$ cat config.mk
export PLATFORM = sky130hd
export DESIGN_NAME = fp16_accum_flat
export DESIGN_NICKNAME = d
export VERILOG_FILES = /design/src/rtl/fp16_accum_if.sv /design/src/rtl/fp16_accum.sv /design/src/flat_wrapper.sv
export SDC_FILE = /design/constraint.sdc
export NUM_CORES = 1
export LEC_CHECK = 0
export CAP_MARGIN = 0
export CORE_UTILIZATION = 45
export CTS_BUF_LIST = sky130_fd_sc_hd__clkbuf_8
export DETAILED_ROUTE_END_ITERATION = 7
export PLACE_DENSITY = 0.6
export SLEW_MARGIN = 5
export SYNTH_ARGS = -nofsm -noshare
export SYNTH_HDL_FRONTEND = slang
export SYNTH_SLANG_ARGS = --single-unit
$ cat constraint.sdc
create_clock -name clk -period 7.15 [get_ports clk]
set_input_delay 0.715 -clock clk [delete_from_list [all_inputs] [get_ports clk]]
set_output_delay 0.715 -clock clk [all_outputs]
set_load 0.1 [all_outputs]
$ cat src/rtl/fp16_accum_if.sv
// fp16_accum_if: operand strobe, clear and accumulator result bundle between converter, accumulator and host
interface fp16_accum_if;
    logic        clear;
    logic [15:0] dataIn;
    logic        R_I;
    logic [15:0] dataOut;
    logic        R_O;
    logic        busy;
    logic        error;
    modport master (output clear, dataIn, R_I, input dataOut, R_O, busy, error);
    modport slave  (input clear, dataIn, R_I, output dataOut, R_O, busy, error);
endinterface

$ cat src/rtl/fp16_accum.sv
// fp16_accum: running binary16 accumulator, one operand per six-state unpack/align/add/normalise/round pass
module fp16_accum (
    input logic         clk,
    input logic         reset,
    fp16_accum_if.slave bus
);
    typedef enum logic [2:0] {IDLE, UNPACK, ALIGN, ADD, NORM, ROUND} state_t;
    state_t state, state_nx;
    logic        ri_d, accept, r_o, err;
    logic [15:0] op, acc;
    logic        skip, rej, sa, sb;
    logic [4:0]  ea, eb;
    logic [13:0] ma, mb;
    logic        sx, sy;
    logic [4:0]  ex;
    logic [13:0] mx, my;
    logic        rs;
    logic [4:0]  re;
    logic [14:0] rm;
    logic        ns, nz;
    logic [5:0]  ne;
    logic [13:0] nm;
    logic        u_rej, u_skip;
    logic        a_swap;
    logic [4:0]  a_d, a_ds;
    logic [13:0] a_small, a_sh;
    logic [27:0] a_ext;
    logic        d_ge, d_s;
    logic [14:0] d_m;
    logic [3:0]  lz;
    logic        n_z;
    logic [5:0]  n_e;
    logic [13:0] n_m;
    logic        r_inc, r_ovf;
    logic [11:0] r_mant;
    logic [5:0]  r_e;
    logic [15:0] r_res;

    assign accept = state == IDLE && bus.R_I && !ri_d && !bus.clear;
    assign bus.dataOut = acc;
    assign bus.R_O = r_o;
    assign bus.busy = state != IDLE;
    assign bus.error = err;

    // state register
    always_ff @(posedge clk or posedge reset)
        if (reset) state <= IDLE;
        else state <= state_nx;

    // fixed walk through the stages; clear aborts from anywhere
    always_comb begin
        state_nx = state;
        state_nx = bus.clear ? IDLE :
                   state == IDLE ? (accept ? UNPACK : IDLE) :
                   state == ROUND ? IDLE : state_t'(state + 3'd1);
    end

    // unpack: Inf/NaN operand rejected, Inf accumulator stays put, exp 0 flushes to zero
    always_comb begin
        u_rej = op[14:10] == 5'h1f;
        u_skip = u_rej || acc[14:10] == 5'h1f;
    end

    // align: barrel-shift the smaller-exponent mantissa, collapsing lost bits into sticky
    always_comb begin
        a_swap = eb > ea;
        a_d = a_swap ? eb - ea : ea - eb;
        a_ds = a_d > 5'd14 ? 5'd14 : a_d;
        a_small = a_swap ? ma : mb;
        a_ext = {a_small, 14'b0} >> a_ds;
        a_sh = a_ext[27:14] | {13'b0, |a_ext[13:0]};
    end

    // add/subtract magnitudes; exact zero is forced positive
    always_comb begin
        d_ge = mx >= my;
        d_m = sx == sy ? {1'b0, mx} + {1'b0, my} : d_ge ? {1'b0, mx - my} : {1'b0, my - mx};
        d_s = d_m == 15'd0 ? 1'b0 : sx == sy ? sx : d_ge ? sx : sy;
    end

    // leading-zero count of the non-carry result
    always_comb begin
        lz = 4'd14;
        for (int i = 0; i < 14; i++) if (rm[i]) lz = 4'(13 - i);
    end

    // normalise: carry shifts right keeping sticky, otherwise shift left; underflow becomes +0
    always_comb begin
        n_m = rm[14] ? {rm[14:2], rm[1] | rm[0]} : rm[13:0] << lz;
        n_e = rm[14] ? {1'b0, re} + 6'd1 : {1'b0, re} - {2'b0, lz};
        n_z = !rm[14] && (rm[13:0] == 14'd0 || {1'b0, re} <= {2'b0, lz});
    end

    // round to nearest even on guard and round|sticky, saturating to signed Inf
    always_comb begin
        r_inc = nm[2] & (nm[3] | nm[1] | nm[0]);
        r_mant = {1'b0, nm[13:3]} + {11'b0, r_inc};
        r_e = ne + {5'b0, r_mant[11]};
        r_ovf = !nz && r_e >= 6'd31;
        r_res = nz ? 16'h0000 : r_ovf ? {ns, 5'h1f, 10'h0} : {ns, r_e[4:0], r_mant[9:0]};
    end

    // stage registers reload every cycle from stable upstream values, so each stage sees its operand
    always_ff @(posedge clk or posedge reset)
        if (reset) begin
            {skip, rej, sa, sb, ea, eb, ma, mb} <= '0;
            {sx, sy, ex, mx, my} <= '0;
            {rs, re, rm} <= '0;
            {ns, nz, ne, nm} <= '0;
        end else begin
            skip <= u_skip;
            rej <= u_rej;
            sa <= acc[15];
            ea <= acc[14:10];
            ma <= acc[14:10] == 5'd0 ? 14'd0 : {1'b1, acc[9:0], 3'b0};
            sb <= op[15];
            eb <= op[14:10];
            mb <= op[14:10] == 5'd0 ? 14'd0 : {1'b1, op[9:0], 3'b0};
            sx <= a_swap ? sb : sa;
            sy <= a_swap ? sa : sb;
            ex <= a_swap ? eb : ea;
            mx <= a_swap ? mb : ma;
            my <= a_sh;
            rs <= d_s;
            re <= ex;
            rm <= d_m;
            ns <= rs;
            nz <= n_z;
            ne <= n_e;
            nm <= n_m;
        end

    // operand capture, accumulator commit, sticky error and result pulse
    always_ff @(posedge clk or posedge reset)
        if (reset) begin
            ri_d <= 1'b0;
            op <= 16'h0;
            acc <= 16'h0;
            err <= 1'b0;
            r_o <= 1'b0;
        end else begin
            ri_d <= bus.R_I;
            r_o <= 1'b0;
            if (accept) op <= bus.dataIn;
            if (bus.clear) begin
                acc <= 16'h0;
                err <= 1'b0;
            end else if (state == ROUND) begin
                r_o <= 1'b1;
                if (!skip) acc <= r_res;
                err <= err | rej | (!skip & r_ovf);
            end
        end
endmodule

$ cat src/flat_wrapper.sv
// flat-port wrapper written by rule: the top's interface ports become plain ports
module fp16_accum_flat 
  (clk, reset, bus_clear, bus_dataIn, bus_R_I, bus_dataOut, bus_R_O, bus_busy, bus_error);
  fp16_accum_if bus_i ();
  input logic clk;
  input logic reset;
  input wire logic [$bits(bus_i.clear)-1:0] bus_clear;
  input wire logic [$bits(bus_i.dataIn)-1:0] bus_dataIn;
  input wire logic [$bits(bus_i.R_I)-1:0] bus_R_I;
  output wire logic [$bits(bus_i.dataOut)-1:0] bus_dataOut;
  output wire logic [$bits(bus_i.R_O)-1:0] bus_R_O;
  output wire logic [$bits(bus_i.busy)-1:0] bus_busy;
  output wire logic [$bits(bus_i.error)-1:0] bus_error;
  assign bus_i.clear = bus_clear;
  assign bus_i.dataIn = bus_dataIn;
  assign bus_i.R_I = bus_R_I;
  assign bus_dataOut = bus_i.dataOut;
  assign bus_R_O = bus_i.R_O;
  assign bus_busy = bus_i.busy;
  assign bus_error = bus_i.error;
  fp16_accum u_core (.clk(clk), .reset(reset), .bus(bus_i));
endmodule
Word-level counts from Yosys, hierarchy flattened
Index checks and enable logic that the tools add are counted.
Cells by class
  add/subtract/negate cells: 10
  $lt $le $gt $ge: 5
  eq/ne operators: 5
  shift-type cells: 2
  mux-type cells: 43
  bitwise gates (word level): 8
  reductions and logical operators: 21
Operators with widths (number)
  14-bit 2-to-1 mux: 6
  16-bit 2-to-1 mux: 4
  4-bit 2-to-1 mux: 8
  15-bit 2-to-1 mux: 2
  28-bit by 5-bit >> shifter with 28-bit output: 1
  14-bit subtractor: 2
  3-bit 2-to-1 mux: 7
  14-bit by 14-bit adder with 15-bit output: 1
  15-bit logical NOT: 1
  5-bit 2-to-1 mux: 3
  14-bit >= comparator: 1
  14-bit logical NOT: 1
  14-bit by 1-bit OR with 14-bit output: 1
  14-bit OR reduction: 1
  14-bit by 4-bit << shifter with 14-bit output: 1
  11-bit by 1-bit adder with 12-bit output: 1
  5-bit equality test (second input constant): 2
  5-bit logical NOT: 2
  1-bit 2-to-1 mux: 10
  5-bit subtractor: 2
  5-bit by 1-bit adder with 6-bit output (second input constant): 1
  6-bit by 1-bit adder with 6-bit output: 1
  6-bit by 5-bit >= comparator with 1-bit output (second input constant): 1
  6-bit 2-to-1 mux: 1
  18 further kinds: 33
Storage, ports and cells
  register bits: 158
  logic and storage cells: 120

Depth between registers and ports, before layout
  word-level depth: 17
  mapped depth: 17

Least setup slack after synthesis
OpenSTA, ideal clock, no wires.
  path type: reg-to-reg
  start: register u_core.my[3]
  end: register u_core.rs
  data arrival time: 3.352 ns
  data required time: 7.026 ns
  path slack: 3.674 ns
  cell stages (with the launch flop): 14
  buffers on the path: 0
  clock period less this slack: 3.476 ns
  cell sequence: dfrtp_1 > inv_1 > ha_1 > fa_1 > and3_1 > a2111o_1 > a21oi_1 > inv_1 > a21oi_1 > o211ai_1 > xor2_1 > or4_1 > or4_1 > o31a_1
On the way
  word-level cells in the longest chain between the ends: 5
  elaborated cells on any way between the ends: 10
  classes of those cells: 3 x add/sub; 1 x order compare; 5 x mux; 1 x reduce/logical
RTL lines
  start: declaration: RTL line fp16_accum.sv:16  | logic [13:0] mx, my;
  start signal: assignment: RTL line fp16_accum.sv:123  | my <= a_sh;
  14-bit subtractor / 14-bit >= comparator (equally long branches): RTL line fp16_accum.sv:77, fp16_accum.sv:76
  14-bit 2-to-1 mux: RTL line fp16_accum.sv:77  | d_m = sx == sy ? {1'b0, mx} + {1'b0, my} : d_ge ? {1'b0, mx - my} : {1'b0, my - mx};
  15-bit 2-to-1 mux *: RTL line fp16_accum.sv:77
  named net u_core.d_m[9]: RTL line fp16_accum.sv:29  | logic [14:0] d_m;
  15-bit logical NOT *: RTL line fp16_accum.sv:78  | d_s = d_m == 15'd0 ? 1'b0 : sx == sy ? sx : d_ge ? sx : sy;
  1-bit 2-to-1 mux *: RTL line fp16_accum.sv:78
  named net u_core.d_s: RTL line fp16_accum.sv:28  | logic d_ge, d_s;
  end signal: assignment: RTL line fp16_accum.sv:124  | rs <= d_s;
  end: declaration: RTL line fp16_accum.sv:17  | logic rs;
The timed path passes the listed nets; every way through them passes the cells marked *.
A chain may end at the register's enable or synchronous reset.

Final worst setup path
  start: register u_core.eb[2]
  end: register u_core.my[3]
On the way
  word-level cells in the longest chain between the ends: 6
  elaborated cells on any way between the ends: 9
  classes of those cells: 2 x add/sub; 2 x order compare; 1 x shift; 3 x mux; 1 x bitwise
RTL lines
  start: declaration: RTL line fp16_accum.sv:12  | logic [4:0] ea, eb;
  start signal: assignment: RTL line fp16_accum.sv:117  | eb <= op[14:10];
  5-bit subtractor / 5-bit > comparator (equally long branches): RTL line fp16_accum.sv:67, fp16_accum.sv:66
  5-bit 2-to-1 mux: RTL line fp16_accum.sv:67  | a_d = a_swap ? eb - ea : ea - eb;
  5-bit by 4-bit > comparator with 1-bit output: RTL line fp16_accum.sv:68  | a_ds = a_d > 5'd14 ? 5'd14 : a_d;
  5-bit 2-to-1 mux: RTL line fp16_accum.sv:68
  28-bit by 5-bit >> shifter with 28-bit output *: RTL line fp16_accum.sv:70  | a_ext = {a_small, 14'b0} >> a_ds;
  named net u_core.a_ext[17]: RTL line fp16_accum.sv:27  | logic [27:0] a_ext;
  14-bit by 1-bit OR with 14-bit output *: RTL line fp16_accum.sv:71  | a_sh = a_ext[27:14] | {13'b0, |a_ext[13:0]};
Marks and branches as above.

==> summary.md <==
| Metric | Value |
|---|---|
| DRT iter0 DRCs | 548 |
| EDFF count, synth | 0 |
| Avg WL per Cell | 18.2 um |
| Setup bufs post-CTS | 0 |
| Unrepaired setup endpoints after global routing | false |
| CTS Hold Bufs | 0 |
| Setup_tns | 0 ns |
| Synthesized instance count | 923 |
| Cts bufs inserted | 17 |
| Die Ht | 143 um |
| Pwr Density | 450 nW/um2 |
| Vias | 6994 |
| Clock Tree Root | clkbuf_8 |
| Number of fill cells | roughly 1800 |
| Max Clk Rate | 0.244 GHz |
| WHS | 0.345 ns |
| Yosys warns | 0 |
| IO buf count | 38 |
| Cell area after layout | a little under 10000 um2 |
| Sequential area share after synthesis | 41.8% |
| CP Data Arrival Time | 4.42 ns |
| Gr ovfl total | 0 |
| Placed Instance Area | between 9000 and 10000 um2 |
| Largest family of logic cells by synthesized area | compound AO/OA/AOI/OAI gates |
| Routability cong. | 1.00 |
| Max-cap violation count | 0 |
| Vias per std cell | 5.71 |
| Post-Route WL | 22300 um |
| Crit path launch | u_core.eb[2] |
| Logic pwr share | 55.9% |
| CP required | between 7 and 8 ns |
| CTS tree | yes |
| # diodes | 0 |
| Syn_area_per_cell | a little under 10 um2 |
| Clock buffer depth | 2 |
| CP Capture Point | u_core.my[3] |
| H-tree depth | 4 |
| P_sw | 2.10 mW |
| Mapped Area | 8910 um2 |
| 1st-pass router iterations | 6 |
| Hold Crit Class | register to register |
| Sequential Power Share | 29.3% |
| Main flop type after synthesis | dfrtp_1 |
| Final max-slew violation count | 0 |
| Initial antenna violation count | 0 |
| Outcome | finished clean |
| FF-to-FF End | u_core.my[3] |
| FF-to-FF setup slack | a little over 3 ns |
| Largest net degree at the start of global routing | 83 |
| Setup crit end kind | register |
| FFs w/ async S/R, synth | 100% |
| Yosys cell types | 70 |
| Start of the worst register-to-register path | u_core.eb[2] |
| Total GRT Usage | 23.5% |
| Tmin final | 4.10 ns |
| Adder-cell share of the synthesized area | 8.26% |
| Drt drc | 0 |
| Global-route wire length before repair | 36600 um |
| Skew-Pair Late Insertion Delay | around 0.47 ns |
| Site Rows | 51 |
| CP Launch Type | register |
| Area delta synth->final | 11.3% |
| Vias in the first global route | approximately 6800 |
| Post-synthesis mux area share | 9.27% |
| Most common library cell in the layout ignoring fill and taps | dfrtp_1 |
| Min-delay src | u_core.ex[1] |
| Multi-input gate area | 4750 um2 |
| Post-DRT Antenna Nets | 0 |
| Die ar. | 20400 um2 |
| Crit-path max FO | 17 |
| CP Class | register to register |
| Syn nets | 998 |
| Final cycle utilization of the critical path | 57.3% |
| Core Area | 19500 um2 |
| Storage element area | 3730 um2 |
| Slew HR | between 20% and 30% |
| Leakage | 4.37 nW |
| CP max stage delay | between 0.5 and 0.6 ns |
| Crit path cell chain | inv_1 -> ha_1 -> nor2_1 -> a211oi_1 -> o31ai_2 -> buf_4 -> a221o_1 -> inv_1 -> nand2_1 -> mux2i_1 -> a22o_1 -> nor2_1 -> o32ai_1 |
| Clock share of power | 14.8% |
| Switching Fraction | 47.1% |
| Final setup viols | 0 |
| Nets@finish | just over 1000 |
| Synth Area in Simple Gates | 15.0% |
| Clock-pin slew of the registers on the worst-case setup and hold paths | 0.09 ns |
| XOR/XNOR Fraction of Synth Area | 3.54% |
| Slew @ Worst Pin | 1.08 ns |
| Sink Count | 149 |
| Final hold vios | 0 |
| Peak supply drop | roughly 190 uV |
| Tot Pwr | between 4 and 5 mW |
| Hpwl dp | around 16000 um |
| Reg2Reg Depth | 13 |
| Seq cells post-synth | 149 |
| Commonest non-fill, non-tap cells in the layout | 149 x dfrtp_1, 71 x nand2_1, 68 x nor2_1 |
| Post-synthesis compound-gate area fraction | 17.2% |
| Die X | 143 um |
| Layout cells sized above 1 | 10.4% |
| P_int | 2.36 mW |
| Initial core utilization | 45.8% |
| CTS-repair resized insts | 0 |
| CP max-delay cell | a221o_1 |
| Total I/O pin count | 39 |
| Clock skew | 0.0230 ns |
per-stage QoR:
| stage | cells | utilization (%) | setup WS, ns |
|---|---|---|---|
| floorplan | 923 | - | 2.43 |
| global placement | 1192 | 48.9 | 3.09 |
| detailed placement | 1192 | 48.9 | 3.17 |
| CTS | 1224 | 51.0 | 3.12 |
| global route | 1224 | 51.0 | 2.75 |
| finish | 1224 | 51.0 | 3.05 |
worst min path at each step:
stage                              end  depth (start not counted)  slack [ns]
after global placement    u_core.re[1]                          0        0.33
after detailed placement  u_core.re[0]                          0        0.34
after floorplan              u_core.ns                          0        0.33
after global routing      u_core.re[1]                          0        0.35
final                     u_core.re[1]                          0        0.35
after CTS                 u_core.re[1]                          0        0.35
sequential cells by signal, summed over array words and instances, names as in the netlist, 6 cells and up:
name and flops:
u_core.ne 6, u_core.mb 11, u_core.op 16, u_core.ma 11, u_core.bus.dataOut 16, u_core.nm 14, u_core.my 14, u_core.rm 15
u_core.mx 11
power groups by stage:
stage	clock network, mW	registers (mW)	logic, mW
floorplan	0	1.22	1.92
global placement	0	1.32	2.50
detailed placement	0	1.31	2.45
CTS	0.676	1.30	2.47
global route	0.715	1.34	2.74
finish	0.661	1.30	2.49
cell usage after synthesis (5+ instances only):
master | number | area [um2]
a211oi_1 | 9 | 67.6
a21o_1 | 8 | 60.1
a21oi_1 | 49 | 245
a221o_1 | 5 | 50.1
a221oi_1 | 5 | 43.8
a22o_1 | 9 | 78.8
a31oi_1 | 5 | 31.3
and3_1 | 7 | 43.8
buf_2 | 13 | 65.1
clkbuf_1 | 29 | 109
dfrtp_1 | 149 | 3730
fa_1 | 5 | 100
ha_1 | 50 | 626
inv_1 | 66 | 248
mux2_2 | 44 | 495
mux2i_1 | 33 | 330
nand2_1 | 71 | 267
nand2b_1 | 5 | 31.3
nand3_1 | 28 | 140
nor2_1 | 68 | 255
nor2b_1 | 27 | 169
nor3_1 | 21 | 105
nor3b_1 | 10 | 75.1
nor4_1 | 7 | 43.8
o211ai_1 | 9 | 67.6
o21ai_0 | 55 | 275
o21bai_1 | 6 | 45.0
o311ai_0 | 6 | 52.6
o31ai_1 | 8 | 60.1
or4_1 | 5 | 37.5
xnor2_1 | 22 | 193
xor2_1 | 14 | 123
layer usage:
layer / track usage [%] / up-vias / wire length, um / share of wire [%]
met3: 3.66 / 30 / 1110 / 5.0
met5: 0 / - / 0 / 0
met2: 36.8 / 254 / 10400 / 47
met1: 33.2 / 3379 / 10400 / 47
li1: - / 3331 / - / -
met4: 7.87 / 0 / 397 / 1.8
critical path, delay by kind of cell (launching register included):
| family | cells | cell delay, ns |
|---|---|---|
| buffers and inverters | 3 | 0.56 |
| AO/OA/AOI/OAI | 5 | 1.86 |
| multiplexers | 1 | 0.31 |
| flip-flops | 1 | 0.38 |
| adder cells (fa/ha/maj) | 1 | 0.44 |
| AND/OR/NAND/NOR | 3 | 0.39 |
cell type report:
cell class	count	share of cell area, %
clock buffers	17	2.36
inverters	66	2.55
well taps	265	3.34
repair buffers	48	4.59
clock inverters	15	1.69
multi-input cells	664	47.9
flip-flops and latches	149	37.6
cells by family after synthesis:
group	Yosys count
simple gates	271
compound gates	224
flops	149
buf+inv	110
mux	77
fa+ha+maj	56
xor+xnor	36
Power figures use the tool's default switching activity.
